**src/rtl/cpu_ctrl_if.sv**
```systemverilog
// Memory and ALU bus of the accumulator processor controller.
// The controller is the master: it drives addresses, strobes and ALU operands,
// and receives read data plus the registered ALU result and zero flag.
interface cpu_ctrl_if;
   logic [4:0] mem_addr;
   logic [7:0] mem_rdata;
   logic       mem_we;
   logic [7:0] mem_wdata;
   logic       alu_en;
   logic [2:0] alu_sel;
   logic [7:0] alu_in1;
   logic [7:0] alu_in2;
   logic [7:0] alu_out;
   logic       alu_zero;

   modport master (
      output mem_addr, mem_we, mem_wdata, alu_en, alu_sel, alu_in1, alu_in2,
      input  mem_rdata, alu_out, alu_zero
   );

   modport slave (
      input  mem_addr, mem_we, mem_wdata, alu_en, alu_sel, alu_in1, alu_in2,
      output mem_rdata, alu_out, alu_zero
   );
endinterface

```
**src/rtl/cpu_ctrl.sv**
```systemverilog
// Multi-cycle fetch/decode/execute sequencer for the 8-bit accumulator CPU.
// Instructions are {opcode[2:0], address[4:0]}; memory reads have one cycle of
// latency, and the ALU registers its result/zero flag on the alu_en cycle, so
// writeback happens one state after EXEC.
module cpu_ctrl #(
   parameter logic [4:0] PC_RESET = 5'd0
) (
   input  logic              clk,
   input  logic              rst,
   input  logic              run,
   cpu_ctrl_if.master        bus,
   output logic [7:0]        acc,
   output logic [4:0]        pc,
   output logic              halted,
   output logic              busy
);

   localparam logic [2:0] OP_HLT = 3'b000;
   localparam logic [2:0] OP_SKZ = 3'b001;
   localparam logic [2:0] OP_ADD = 3'b010;
   localparam logic [2:0] OP_SUB = 3'b011;
   localparam logic [2:0] OP_SHL = 3'b100;
   localparam logic [2:0] OP_LDA = 3'b101;
   localparam logic [2:0] OP_STO = 3'b110;
   localparam logic [2:0] OP_JMP = 3'b111;

   typedef enum logic [2:0] {
      S_IDLE, S_FETCH, S_IR, S_DEC, S_OPND, S_EXEC, S_WB, S_HALT
   } state_t;

   state_t     state;
   state_t     state_nxt;
   logic [7:0] ir;
   logic [7:0] opnd;
   logic [2:0] op;
   logic [4:0] addr;

   assign op   = ir[7:5];
   assign addr = ir[4:0];

   // State register; reset abandons any in-flight instruction.
   always_ff @(posedge clk or posedge rst) begin
      if (rst) state <= S_IDLE;
      else     state <= state_nxt;
   end

   // Next-state sequencing; HALT is only left through reset.
   always_comb begin
      state_nxt = state;
      case (state)
         S_IDLE:  if (run) state_nxt = S_FETCH;
         S_FETCH: state_nxt = S_IR;
         S_IR:    state_nxt = S_DEC;
         S_DEC: begin
            case (op)
               OP_HLT:         state_nxt = S_HALT;
               OP_JMP, OP_STO: state_nxt = S_FETCH;
               OP_SKZ:         state_nxt = S_EXEC;
               default:        state_nxt = S_OPND;
            endcase
         end
         S_OPND:  state_nxt = S_EXEC;
         S_EXEC:  state_nxt = S_WB;
         S_WB:    state_nxt = S_FETCH;
         S_HALT:  state_nxt = S_HALT;
         default: state_nxt = S_IDLE;
      endcase
   end

   // Moore outputs decoded from the current state only.
   always_comb begin
      bus.mem_addr  = pc;
      bus.mem_we    = 1'b0;
      bus.mem_wdata = acc;
      bus.alu_en    = 1'b0;
      bus.alu_sel   = 3'b000;
      bus.alu_in1   = acc;
      bus.alu_in2   = opnd;
      halted        = (state == S_HALT);
      busy          = (state != S_IDLE) && (state != S_HALT);
      case (state)
         S_DEC: begin
            bus.mem_addr = addr;
            if (op == OP_STO) bus.mem_we = 1'b1;
         end
         S_EXEC: begin
            bus.alu_en = 1'b1;
            case (op)
               OP_SKZ:  bus.alu_sel = 3'b001;
               OP_ADD:  bus.alu_sel = 3'b010;
               OP_SUB:  bus.alu_sel = 3'b011;
               OP_SHL:  bus.alu_sel = 3'b100;
               default: bus.alu_sel = 3'b000;
            endcase
            // LDA routes the fetched operand through the ALU as a pass-through.
            if (op == OP_LDA) bus.alu_in1 = opnd;
         end
         default: ;
      endcase
   end

   // Architectural registers: instruction/operand capture, PC update, writeback.
   always_ff @(posedge clk or posedge rst) begin
      if (rst) begin
         pc   <= PC_RESET;
         acc  <= 8'h00;
         ir   <= 8'h00;
         opnd <= 8'h00;
      end else begin
         case (state)
            S_IR: begin
               ir <= bus.mem_rdata;
               pc <= pc + 5'd1;
            end
            S_DEC:  if (op == OP_JMP) pc <= addr;
            S_OPND: opnd <= bus.mem_rdata;
            S_WB: begin
               if (op == OP_SKZ) begin
                  if (bus.alu_zero) pc <= pc + 5'd1;
               end else begin
                  acc <= bus.alu_out;
               end
            end
            default: ;
         endcase
      end
   end

endmodule

```
**src/flat_wrapper.sv**
```systemverilog
// flat-port wrapper written by rule: the top's interface ports become plain ports
module cpu_ctrl_flat 
#(
   parameter logic [4:0] PC_RESET = 5'd0
)
  (clk, rst, run, acc, pc, halted, busy, bus_mem_addr, bus_mem_we, bus_mem_wdata, bus_alu_en, bus_alu_sel, bus_alu_in1, bus_alu_in2, bus_mem_rdata, bus_alu_out, bus_alu_zero);
  cpu_ctrl_if bus_i ();
  input  logic clk;
  input  logic rst;
  input  logic run;
  output logic [7:0] acc;
  output logic [4:0] pc;
  output logic halted;
  output logic busy;
  output wire logic [$bits(bus_i.mem_addr)-1:0] bus_mem_addr;
  output wire logic [$bits(bus_i.mem_we)-1:0] bus_mem_we;
  output wire logic [$bits(bus_i.mem_wdata)-1:0] bus_mem_wdata;
  output wire logic [$bits(bus_i.alu_en)-1:0] bus_alu_en;
  output wire logic [$bits(bus_i.alu_sel)-1:0] bus_alu_sel;
  output wire logic [$bits(bus_i.alu_in1)-1:0] bus_alu_in1;
  output wire logic [$bits(bus_i.alu_in2)-1:0] bus_alu_in2;
  input wire logic [$bits(bus_i.mem_rdata)-1:0] bus_mem_rdata;
  input wire logic [$bits(bus_i.alu_out)-1:0] bus_alu_out;
  input wire logic [$bits(bus_i.alu_zero)-1:0] bus_alu_zero;
  assign bus_mem_addr = bus_i.mem_addr;
  assign bus_mem_we = bus_i.mem_we;
  assign bus_mem_wdata = bus_i.mem_wdata;
  assign bus_alu_en = bus_i.alu_en;
  assign bus_alu_sel = bus_i.alu_sel;
  assign bus_alu_in1 = bus_i.alu_in1;
  assign bus_alu_in2 = bus_i.alu_in2;
  assign bus_i.mem_rdata = bus_mem_rdata;
  assign bus_i.alu_out = bus_alu_out;
  assign bus_i.alu_zero = bus_alu_zero;
  cpu_ctrl #(.PC_RESET(PC_RESET)) u_core (.clk(clk), .rst(rst), .run(run), .bus(bus_i), .acc(acc), .pc(pc), .halted(halted), .busy(busy));
endmodule
```
**config.mk**
```make
export PLATFORM = sky130hd
export DESIGN_NAME = cpu_ctrl_flat
export DESIGN_NICKNAME = d
export VERILOG_FILES = /design/src/rtl/cpu_ctrl_if.sv /design/src/rtl/cpu_ctrl.sv /design/src/flat_wrapper.sv
export SDC_FILE = /design/constraint.sdc
export NUM_CORES = 1
export LEC_CHECK = 0
export ABC_AREA = 1
export CAP_MARGIN = 20
export CORE_MARGIN = 1
export CORE_UTILIZATION = 39
export DETAILED_ROUTE_END_ITERATION = 10
export HOLD_SLACK_MARGIN = 0.02
export MAX_ROUTING_LAYER = met4
export PLACE_DENSITY_LB_ADDON = 0.08
export SYNTH_ARGS = -nofsm -noshare
export SYNTH_HDL_FRONTEND = slang
export SYNTH_SLANG_ARGS = --single-unit
export TNS_END_PERCENT = 5
```
**constraint.sdc**
```tcl
create_clock -name clk -period 1.2 [get_ports clk]
set_input_delay 0.18 -clock clk [delete_from_list [all_inputs] [get_ports clk]]
set_output_delay 0.18 -clock clk [all_outputs]
set_load 0.005 [all_outputs]
```
======== Yosys cells after proc, flatten, opt, wreduce, memory -nomap -nowiden ========
Index checks and enable logic that the tools add are counted.
cells by class
  add/subtract/negate cells ............... 1
  equal/unequal tests ..................... 19
  multiplexer cells ....................... 15
  bitwise logic cells ..................... 1
  reduce and logical (&&, ||, !) cells .... 8
operator list
  cell                                                                      number
  3-bit equality test (second input constant)                               8
  3-bit case mux with 8 select lines                                        1
  5-bit 2-to-1 mux                                                          4
  8-bit 2-to-1 mux                                                          2
  5-bit case mux with 3 select lines                                        1
  3-bit by 2-bit equality test with 1-bit output (second input constant)    4
  3-bit case mux with 4 select lines                                        1
  3-bit case mux with 3 select lines                                        1
  3-bit by 1-bit equality test with 1-bit output (second input constant)    2
  3-bit logical NOT                                                         2
  3-bit 2-to-1 mux                                                          2
  3-bit nonzero test                                                        2
  5-bit by 1-bit adder with 5-bit output (second input constant)            1
  2-bit by 1-bit inequality test with 1-bit output (second input constant)  2
  2-bit inequality test (second input constant)                             2
  4-bit AND reduction                                                       1
  1-bit 2-to-1 mux                                                          3
  3-bit inequality test (second input constant)                             1
  2-bit AND reduction                                                       1
  2-bit OR reduction                                                        1
  1-bit logical AND                                                         1
  1-bit inverter                                                            1
storage, ports and cells
  flip-flop bits (word level) ............. 32
  output and inout port bits .............. 49
  logic and storage cells ................. 49

======== Longest topological paths before layout ========
  word-level depth ........................ 4
  mapped depth ............................ 9
  mapped depth without buffers ............ 8

======== Worst setup path after synthesis ========
No wires, ideal clock.
  kind .................................... reg2out
  start ................................... register u_core.state[0]
  end ..................................... output bus_alu_in1[5]
  arrival time ............................ 1.063 ns
  required time ........................... 1.020 ns
  setup slack ............................. -0.043 ns
  cell stages (with the launch flop) ...... 7
  buffers on the path ..................... 1
  path through ............................ dfrtp_1 -> nand2_1 -> nor2_4 -> nand4_4 -> buf_6 -> nand2_1 -> o21ai_2
between the ends
  longest elaborated chain between the ends .. 2
RTL lines
  what                    RTL line            text
  from (decl)             cpu_ctrl.sv:31      state_t state;
  from (signal assigned)  cpu_ctrl.sv:44      else state <= state_nxt;
  3-bit equality test     cpu_ctrl.sv:81      case (state)
  8-bit 2-to-1 mux        cpu_ctrl.sv:81
  to (decl)               flat_wrapper.sv:20  output wire logic [$bits(bus_i.alu_in1)-1:0] bus_alu_in1;
Every way passes these cells.

======== Worst setup path in the final report ========
  start ................................... register u_core.state[0]
  end ..................................... output bus_alu_in1[7]
Same word-level chain as after synthesis.

==> summary.md <==
| Metric | Value |
|---|---|
| Clk_skew | between 3 and 4 ps |
| Largest net degree at the start of global routing | 33 |
| I/O pin total | 69 |
| Worst hold margin | between 200 and 250 ps |
| Fin. max-slew vios | 0 |
| FMAX | 0.580 GHz |
| Total grt overflow | 0 |
| DIE HEIGHT | ~70 um |
| Part of the power in combinational logic | between 60 and 70% |
| Post-DR wirelength/cell | approximately 12 um |
| Ys flop type | dfrtp_1 |
| Fin crit share | 144% |
| Worst Path Required | ~1000 ps |
| Element type at the critical path end | primary output |
| CP Data Arrival Time | about 1500 ps |
| Post-Synthesis Cells | 229 |
| Clk pwr share | 14.2% |
| Core footprint | roughly 4400 um^2 |
| CTS buffer count | 5 |
| Post-Syn Area per Cell | around 7.7 um^2 |
| Setup crit start | u_core.state[0]$_DFFE_PP0P_ |
| Yosys reg bits | 32 |
| Synth Warn # | 0 |
| Tightest Pin Transition | between 150 and 200 ps |
| Final Hold Fails | 0 |
| GPL Wtd Cong | about 0.86 |
| RR Startpoint | u_core.state[1]$_DFFE_PP0P_ |
| Placed Area | approximately 2800 um^2 |
| Fin area | between 3000 and 4000 um^2 |
| Post-route minimum period | approximately 1700 ps |
| Worst Path Max Fanout | 7 |
| Starting Density | between 40% and 50% |
| Setup Viol. Count Final | 43 |
| Worst setup SP type | flip-flop |
| Sequential Power Share | approximately 26% |
| NumNets Final | roughly 370 |
| Total clock sinks | 32 |
| Hold Crit Class | in2async |
| Area growth syn-to-layout | 69.9% |
| Seq/Total Area, Yosys | 45.3% |
| Final worst setup slack | -525 ps |
| Violated checks | setup timing |
| Sw Ratio | 39.9% |
| Drt first pass iters | 4 |
| Setup TNS | -11470 ps |
| Count leader, synth | nand2_1 |
| Async set or reset register ratio after synthesis | between 90% and 100% |
| Net switching power | approximately 0.0032 W |
| Post-synth top cells | nand2_1 (87), dfrtp_1 (32), inv_1 (23) |
| Total Power | 0.00802 W |
| IO Port Bufs | 68 |
| Ratio of cells with drive above 1 in the final layout | between 40% and 50% |
| Starting DRT DRC Count | between 50 and 60 |
| Pint | 0.00482 W |
| Yosys top cell by area | dfrtp_1 |
| Die ar. | between 4000 and 5000 um^2 |
| Die width | 69.3 um |
| EDFF count, synth | 0 |
| Synth cell types | 24 |
| Synth top area share | a little under half |
| Global-route wire length before repair | 8170 um |
| Antenna-violating nets left | 0 |
| Vias | roughly 1800 |
| Max H-tree Level | 2 |
| Status | complete, but fails checks |
| Via-per-instance ratio | 4.64 |
| Clock Pin Slew Worst Setup and Hold Paths | roughly 70 ps |
| FP Rows | 24 |
| Syn nets | between 200 and 300 |
| CTS Buffer Depth | 2 |
| RSZ-0062 raised after global routing | yes |
| Slew headroom | roughly 87% |
| Largest cells by area after synthesis | dfrtp_1 (45%), nand2_1 (18%), o21ai_0 (5.9%) |
| WL final | between 4000 and 5000 um |
| CP Class | reg2out |
| Residual DRC | 0 |
| Number of global-route vias before repair | approximately 1700 |
| CTS tree | done |
| All-Layer GR Usage | 22.2% |
| Final core utilization | 69.0% |
| Initial antenna violation count | 0 |
| Detailed placement HPWL | between 3000 and 4000 um |
| Max cap viols | 0 |
| Synthesized area | 1770 um^2 |
| Cell Pwr Density | ~2700 nW/um^2 |
| Leak | 1.62 nW |
| Worst-skew pair later-pin latency | approximately 280 ps |
| Max IR drop VDD | about 1.3 mV |
| Number of diodes | 0 |
| CTS Root Cell | clkbuf_8 |
==> timing repair <==
action | CTS | global route
setup endpoints to repair | 79 | 64
buffers inserted | 9 | 0
gates cloned | 2 | 0
pin swaps | 7 | 7
gates resized for setup | 157 | 33
hold buffers | 0 | 0
==> kinds of logic after synthesis <==
group | Yosys count | synth area share [%]
AND/OR/NAND/NOR | 119 | 30.4
buffers and inverters | 42 | 11.5
AO/OA/AOI/OAI | 34 | 11.6
flip-flops | 32 | 45.3
XOR/XNOR | 1 | 0.495
adder cells (fa/ha/maj) | 1 | 0.708
==> cell usage in the layout, fill, tap and decap left out, types with 13 or more instances in the layout <==
cell              n
clkbuf_2         14
nand2_1          72
buf_4            35
buf_6            13
o21ai_0          13
dfrtp_1          31
nand2_2          15
buf_2            18
inv_1            22
clkdlybuf4s50_1  19
==> flip-flops by register name, indices dropped and copies added, names as in the netlist <==
name	cells
u_core.acc	8
u_core.bus.alu_in2	8
u_core.ir	8
u_core.pc	5
u_core.state	3
==> cell type report <==
type | count | area, um^2
clock buffers | 7 | 96.3
clock inverters | 1 | 30.0
fillers | 369 | 1350
inverters | 28 | 113
multi-input cells | 155 | 871
flip-flops and latches | 32 | 802
well taps | 52 | 65.1
repair buffers | 122 | 1030
==> metal layers <==
layer  global-route usage (%)  vias up  part of all wire, %
li1                         -      945                    -
met1                     29.6      827                   46
met2                     34.1       59                   46
met3                     4.22       11                  5.8
met4                     7.26        0                  1.4
met5                        -        -                    0
==> worst max-delay path, cell delays in order, from the launching register on <==
cell	delay, ps
dfrtp_1	400
nand2_2	90
nor2_4	130
nand4_4	130
clkbuf_16	190
buf_6	120
o21ai_2	90
buf_2	120
==> path summary, 6_finish.rpt <==
| kind | end | slack (ps) | cells past startpoint |
|---|---|---|---|
| min in group clk | u_core.acc[7]$_DFFE_PP0P_ | 450 | 3 |
| setup reg to reg | u_core.pc[2]$_DFFE_PP0P_ | -250 | 10 |
| hold reg to reg | u_core.ir[2]$_DFFE_PP0P_ | 510 | 2 |
| setup / recovery | bus_alu_in1[7] | -520 | 7 |
| hold / removal | u_core.acc[4]$_DFFE_PP0P_ | 250 | 3 |
| max in group asynchronous | u_core.pc[0]$_DFFE_PP0P_ | 770 | 3 |
==> through the flow <==
| stage | std cells | worst slack (ps) |
|---|---|---|
| 6_report | 397 | -525 |
| 5_1_grt | 397 | -600 |
| 4_1_cts | 397 | -531 |
| 3_5_place_dp | 378 | -450 |
| 3_3_place_gp | 378 | -443 |
| 2_1_floorplan | 229 | -42.9 |
==> power by group through the flow <==
| stage | Clock, W | Sequential [W] | Combinational [W] |
|---|---|---|---|
| floorplan | 0 | 0.00207 | 0.00204 |
| global placement | 0 | 0.00199 | 0.00476 |
| detailed placement | 0 | 0.00201 | 0.00483 |
| CTS | 0.00115 | 0.00203 | 0.00485 |
| global route | 0.00120 | 0.00211 | 0.00533 |
| finish | 0.00114 | 0.00205 | 0.00483 |
(Power assumes the default switching activity.)
